File: src/rtl/sync_fifo_ff_pad.sv
// sync_fifo_ff_pad: synchronous FIFO between the FF-escape stage and the
// bitstream packer. Each accepted write stores one data word and reserves
// up to MAX_SKIP tagged pad slots behind it. The packer uses those slots as
// spare cycles for stuffed 0x00 bytes, and it discards any word read back
// with rd_pad=1.
// Optional feature: define SYNC_FIFO_FF_PAD_ERR_EN to build the sticky
// ovf_err/udf_err flags. When it is not defined, both flags are tied low.
module sync_fifo_ff_pad #(
  parameter  int WIDTH        = 91,
  parameter  int DEPTH        = 16,
  parameter  int MAX_SKIP     = 1,
  parameter  int AFULL_THRESH = 12,
  localparam int AW           = $clog2(DEPTH),
  localparam int SW           = $clog2(MAX_SKIP + 1)
) (
  input  logic             clk,
  input  logic             rst,
  input  logic             wr_en,
  input  logic [WIDTH-1:0] wr_data,
  input  logic [SW-1:0]    wr_skip,
  output logic             wr_accept,
  input  logic             rd_req,
  output logic [WIDTH-1:0] rd_data,
  output logic             rd_valid,
  output logic             rd_pad,
  output logic             empty,
  output logic             full,
  output logic             almost_full,
  output logic [AW:0]      level,
  output logic             ovf_err,
  output logic             udf_err
);

  localparam logic [SW-1:0] MAX_SKIP_V = SW'(MAX_SKIP);
  localparam logic [AW:0]   DEPTH_LVL  = (AW+1)'(DEPTH);
  localparam logic [AW:0]   AFULL_LVL  = (AW+1)'(AFULL_THRESH);

  logic [WIDTH-1:0] mem [DEPTH];
  logic [DEPTH-1:0] pad;
  logic [AW:0]      wptr;
  logic [AW:0]      rptr;
  logic [AW-1:0]    waddr;
  logic [AW-1:0]    raddr;
  logic [SW-1:0]    skip;
  logic [AW+1:0]    free_slots;
  logic [AW+1:0]    need_slots;
  logic             rd_en;

  assign waddr = wptr[AW-1:0];
  assign raddr = rptr[AW-1:0];

  // Status flags come straight from the pointers, so they follow every event by one cycle.
  assign level       = wptr - rptr;
  assign empty       = (level == '0);
  assign full        = (level == DEPTH_LVL);
  assign almost_full = (level >= AFULL_LVL);

  // Clamp the requested pad count. Acceptance uses the level at the start of
  // the cycle, so a read in the same cycle does not free space for the write.
  assign skip       = (wr_skip > MAX_SKIP_V) ? MAX_SKIP_V : wr_skip;
  assign free_slots = (AW+2)'(DEPTH) - {1'b0, level};
  assign need_slots = (AW+2)'(skip) + (AW+2)'(1);
  assign wr_accept  = wr_en && (free_slots >= need_slots);
  assign rd_en      = rd_req && !empty;

  // Data RAM: one write port, not reset; only the data word is stored, never the pads.
  always_ff @(posedge clk) begin
    if (wr_accept) begin
      mem[waddr] <= wr_data;
    end
  end

  // Pad tags: clear the tag under the data word, then set tags on the reserved slots behind it.
  always_ff @(posedge clk) begin
    if (rst) begin
      pad <= '0;
    end else if (wr_accept) begin
      pad[waddr] <= 1'b0;
      for (int i = 1; i <= MAX_SKIP; i++) begin
        if (SW'(i) <= skip) begin
          pad[waddr + AW'(i)] <= 1'b1;
        end
      end
    end
  end

  // Pointers: a write advances past its data word and all of its pads; every read, pad or not, costs one slot.
  always_ff @(posedge clk) begin
    if (rst) begin
      wptr <= '0;
      rptr <= '0;
    end else begin
      if (wr_accept) begin
        wptr <= wptr + (AW+1)'(1) + (AW+1)'(skip);
      end
      if (rd_en) begin
        rptr <= rptr + (AW+1)'(1);
      end
    end
  end

  // Registered read port: rd_valid pulses for one cycle per read, and rd_data/rd_pad hold in between.
  always_ff @(posedge clk) begin
    if (rst) begin
      rd_data  <= '0;
      rd_pad   <= 1'b0;
      rd_valid <= 1'b0;
    end else begin
      rd_valid <= rd_en;
      if (rd_en) begin
        rd_data <= mem[raddr];
        rd_pad  <= pad[raddr];
      end
    end
  end

`ifdef SYNC_FIFO_FF_PAD_ERR_EN
  // Sticky error flags: a refused write or a read on empty latches until reset.
  always_ff @(posedge clk) begin
    if (rst) begin
      ovf_err <= 1'b0;
      udf_err <= 1'b0;
    end else begin
      if (wr_en && !wr_accept) begin
        ovf_err <= 1'b1;
      end
      if (rd_req && empty) begin
        udf_err <= 1'b1;
      end
    end
  end
`else
  assign ovf_err = 1'b0;
  assign udf_err = 1'b0;
`endif

endmodule

File: config.mk
export PLATFORM = sky130hd
export DESIGN_NAME = sync_fifo_ff_pad
export DESIGN_NICKNAME = d
export VERILOG_FILES = /design/src/rtl/sync_fifo_ff_pad.sv
export SDC_FILE = /design/constraint.sdc
export NUM_CORES = 2
export LEC_CHECK = 0
export ABC_CLOCK_PERIOD_IN_PS = 10230
export BUFFER_PORTS_ARGS = -buffer_cell sky130_fd_sc_hd__buf_2
export CORE_MARGIN = 2
export CORE_UTILIZATION = 55
export CTS_CLUSTER_SIZE = 12
export DETAILED_ROUTE_END_ITERATION = 10
export GPL_TIMING_DRIVEN = 0
export PLACE_DENSITY = 0.82
export SETUP_SLACK_MARGIN = 0.05
export SLEW_MARGIN = 20
export SYNTH_ARGS = -nofsm -noshare
export SYNTH_HDL_FRONTEND = slang
export SYNTH_SLANG_ARGS = --single-unit
File: constraint.sdc
create_clock -name clk -period 10.23 [get_ports clk]
set_clock_uncertainty 0.2 [all_clocks]
set_input_delay 1.023 -clock clk [delete_from_list [all_inputs] [get_ports clk]]
set_output_delay 1.023 -clock clk [all_outputs]
set_load 0.05 [all_outputs]
==> flow_summary.json <==
{
  "cts_setup_buffers": 0,
  "ant_nets": 0,
  "synth_top_cell_by_area": "edfxtp_1",
  "postCtsHoldBufs": 0,
  "critPathLaunchType": "flop",
  "maxCapViolCount": 0,
  "leakagePower_nw": 22.0,
  "ys_ff_latch": 1575,
  "cts.repair.resized": 0,
  "worst-path-buf-inv": 7,
  "area_growth_pct": 16.4,
  "yosysMostFrequentCell": "edfxtp_1",
  "synth_area_leaders": "edfxtp_1 74%, mux4_2 18%, dfxtp_1 4.0%, a22o_1 1.4%, clkbuf_1 0.48%",
  "wl_um": 162000,
  "cts.sinks": 1575,
  "cp_max_fo": 10,
  "crit_path_max_incr_delay_ns": 0.96,
  "worstSkewPairLatency_ns": 0.76,
  "tns_ns": 0,
  "path_class": "flop to primary output",
  "min_from": "rd_data[55]",
  "layout_min_cycle_time_ns": 7.29,
  "drive_above_1_share_pct": 34.7,
  "worstMarginPinSlew_ns": 1.22,
  "ir_worst_vdd_mv": 0.230,
  "timing_hold_violations_final": 0,
  "post-route-period-util_pct": 71.2,
  "syn_inst": 2456,
  "coreArea_mm2": 0.107,
  "syn_area_mm2": 0.0592,
  "firstDrtPassIters": 8,
  "fmax_ghz": 0.137,
  "synth_edf_count": 1456,
  "num_vias": 30800,
  "cts_tree": "yes",
  "grt_max_degree": 20,
  "required_ns": 9.01,
  "fin_nets": 3061,
  "port_buffers": 197,
  "cellPowerDensity_mw_per_mm2": 270,
  "track_usage_pct": 29.6,
  "critical-path-top-delay-family": "buffers and inverters",
  "cp_slowest_cell": "clkbuf_1",
  "grt_pass1_wl_um": 230000,
  "cp.arrival_ns": 6.07,
  "slew_violations": 0,
  "yosysUniqueCellTypes": 56,
  "place_area_mm2": 0.0642,
  "rows": 120,
  "clkSlewWorstSetupHoldPaths_ns": 0.07,
  "die_area_mm2": 0.110,
  "cpMostUsedCell": "nor2_1",
  "whs_ns": 0.276,
  "ys_warn_count": 0,
  "final_area_mm2": 0.0689,
  "r2r_start": "rptr[2]",
  "crit_path_end_kind": "primary output",
  "grt-ovfl-total": 0,
  "post_synth.cell_area_avg_um2": 24.1,
  "hpwl_um": 97700,
  "grt_pass1_vias": 31800,
  "num-fill-cells": 6374,
  "cts_buffer_depth": 3,
  "setup_viol": 0,
  "drc": 0,
  "crit_path_cell_trace": "clkbuf_1, clkbuf_1, buf_1, inv_1, ha_1, nor2_1, a21oi_2, xor2_1, nor2_1, ha_1, nor2_1, and3_1, buf_6, buf_6, a21boi_1, buf_2",
  "antenna_found_initial": 37,
  "gp_congestion": 0.861,
  "startpoint": "rptr[2]",
  "synth_top_area_share_pct": 73.9,
  "die_w_um": 332,
  "ys_seq_area_share_pct": 77.9,
  "drt_first_iter_violations": 4761,
  "initial_utilization_pct": 55.4,
  "routedWlPerCell_um": 36.0,
  "rsz0062_at_grt": "no",
  "synth_common_cells": "1456 x edfxtp_1, 460 x mux4_2, 119 x dfxtp_1",
  "dieHeight_um": 332,
  "root_buffer": "clkbuf_16",
  "ys_async_sr_fraction_pct": 0,
  "ys.flop_type": "edfxtp_1",
  "status": "finished clean",
  "post_drt_via_cell_ratio": 6.84,
  "slew_headroom_pct": 18.3,
  "ios": 200,
  "htree_levels": 4,
  "hold_path.class": "flop to flop",
  "numCtsBuffers": 154
}
[state kept, by name, summed over array words and instances (netlist names)]
name      flops
mem        1456
rd_data      91
wptr          5
rptr          5
rd_valid      1
pad          16
rd_pad        1
[cell families after synthesis]
family | share of synthesized area [%]
flip-flops | 77.9
multiplexers | 17.5
buffers and inverters | 1.22
AO/OA/AOI/OAI | 2.28
AND/OR/NAND/NOR | 0.603
adder cells (fa/ha/maj) | 0.288
XOR/XNOR | 0.159
other | 0.00634
[cell usage in the layout (no fill, tap or decap), types with 6 or more instances in the layout]
| cell type | count |
|---|---|
| clkbuf_8 | 6 |
| a22o_1 | 92 |
| inv_1 | 20 |
| buf_1 | 9 |
| buf_8 | 47 |
| mux4_2 | 460 |
| a21oi_1 | 6 |
| a211oi_1 | 9 |
| buf_2 | 237 |
| o21ai_0 | 13 |
| nand2_1 | 25 |
| buf_6 | 74 |
| a211oi_4 | 8 |
| buf_16 | 15 |
| clkbuf_16 | 160 |
| clkbuf_2 | 10 |
| ha_1 | 12 |
| buf_12 | 13 |
| clkbuf_1 | 168 |
| nor2_1 | 17 |
| o32ai_1 | 6 |
| diode_2 | 24 |
| dfxtp_1 | 119 |
| edfxtp_1 | 1456 |
[layout make-up]
type	instances	area, um^2	share of cell area [%]
sequential	1575	46100	66.9
multi-input combinational	721	12500	18.2
clock buffer	264	4450	6.46
timing repair buffer	339	3110	4.51
tap	1403	1760	2.55
buffer	138	649	0.942
clock inverter	17	158	0.229
inverter	23	86.3	0.125
antenna	24	60.1	0.0872
[layer usage]
metal | wire (um) | track usage [%] | up-vias
li1 | - | - | 11600
met1 | 51800 | 35.9 | 15800
met2 | 82200 | 49.6 | 2715
met3 | 18500 | 6.90 | 580
met4 | 9460 | 16.2 | 22
met5 | 138 | 0 | -
[power breakdown]
group | switching, mW | internal, mW | total (mW)
Sequential | 0.273 | 7.68 | 7.96
Clock | 2.35 | 2.98 | 5.32
Combinational | 3.29 | 2.06 | 5.35
[stage by stage]
step | instances | worst slack (ns) | util (%) | power [mW]
floorplan | 2457 | -1.07 | - | 11.5
global placement | 4057 | -10.50 | 58.0 | 12.9
detailed placement | 4198 | 3.53 | 60.1 | 13.2
CTS | 4479 | 2.94 | 64.4 | 18.6
global route | 4494 | 2.94 | 64.4 | 19.1
finish | 4504 | 2.94 | 64.5 | 18.6
[worst paths after layout]
kind                 end  cells after the start  slack (ns)
max reg2reg  mem[15][73]                     19        3.26
max            wr_accept                     16        2.94
min          rd_data[55]                      1        0.28
min reg2reg  rd_data[55]                      1        0.28
Power figures use the tool's default switching activity.
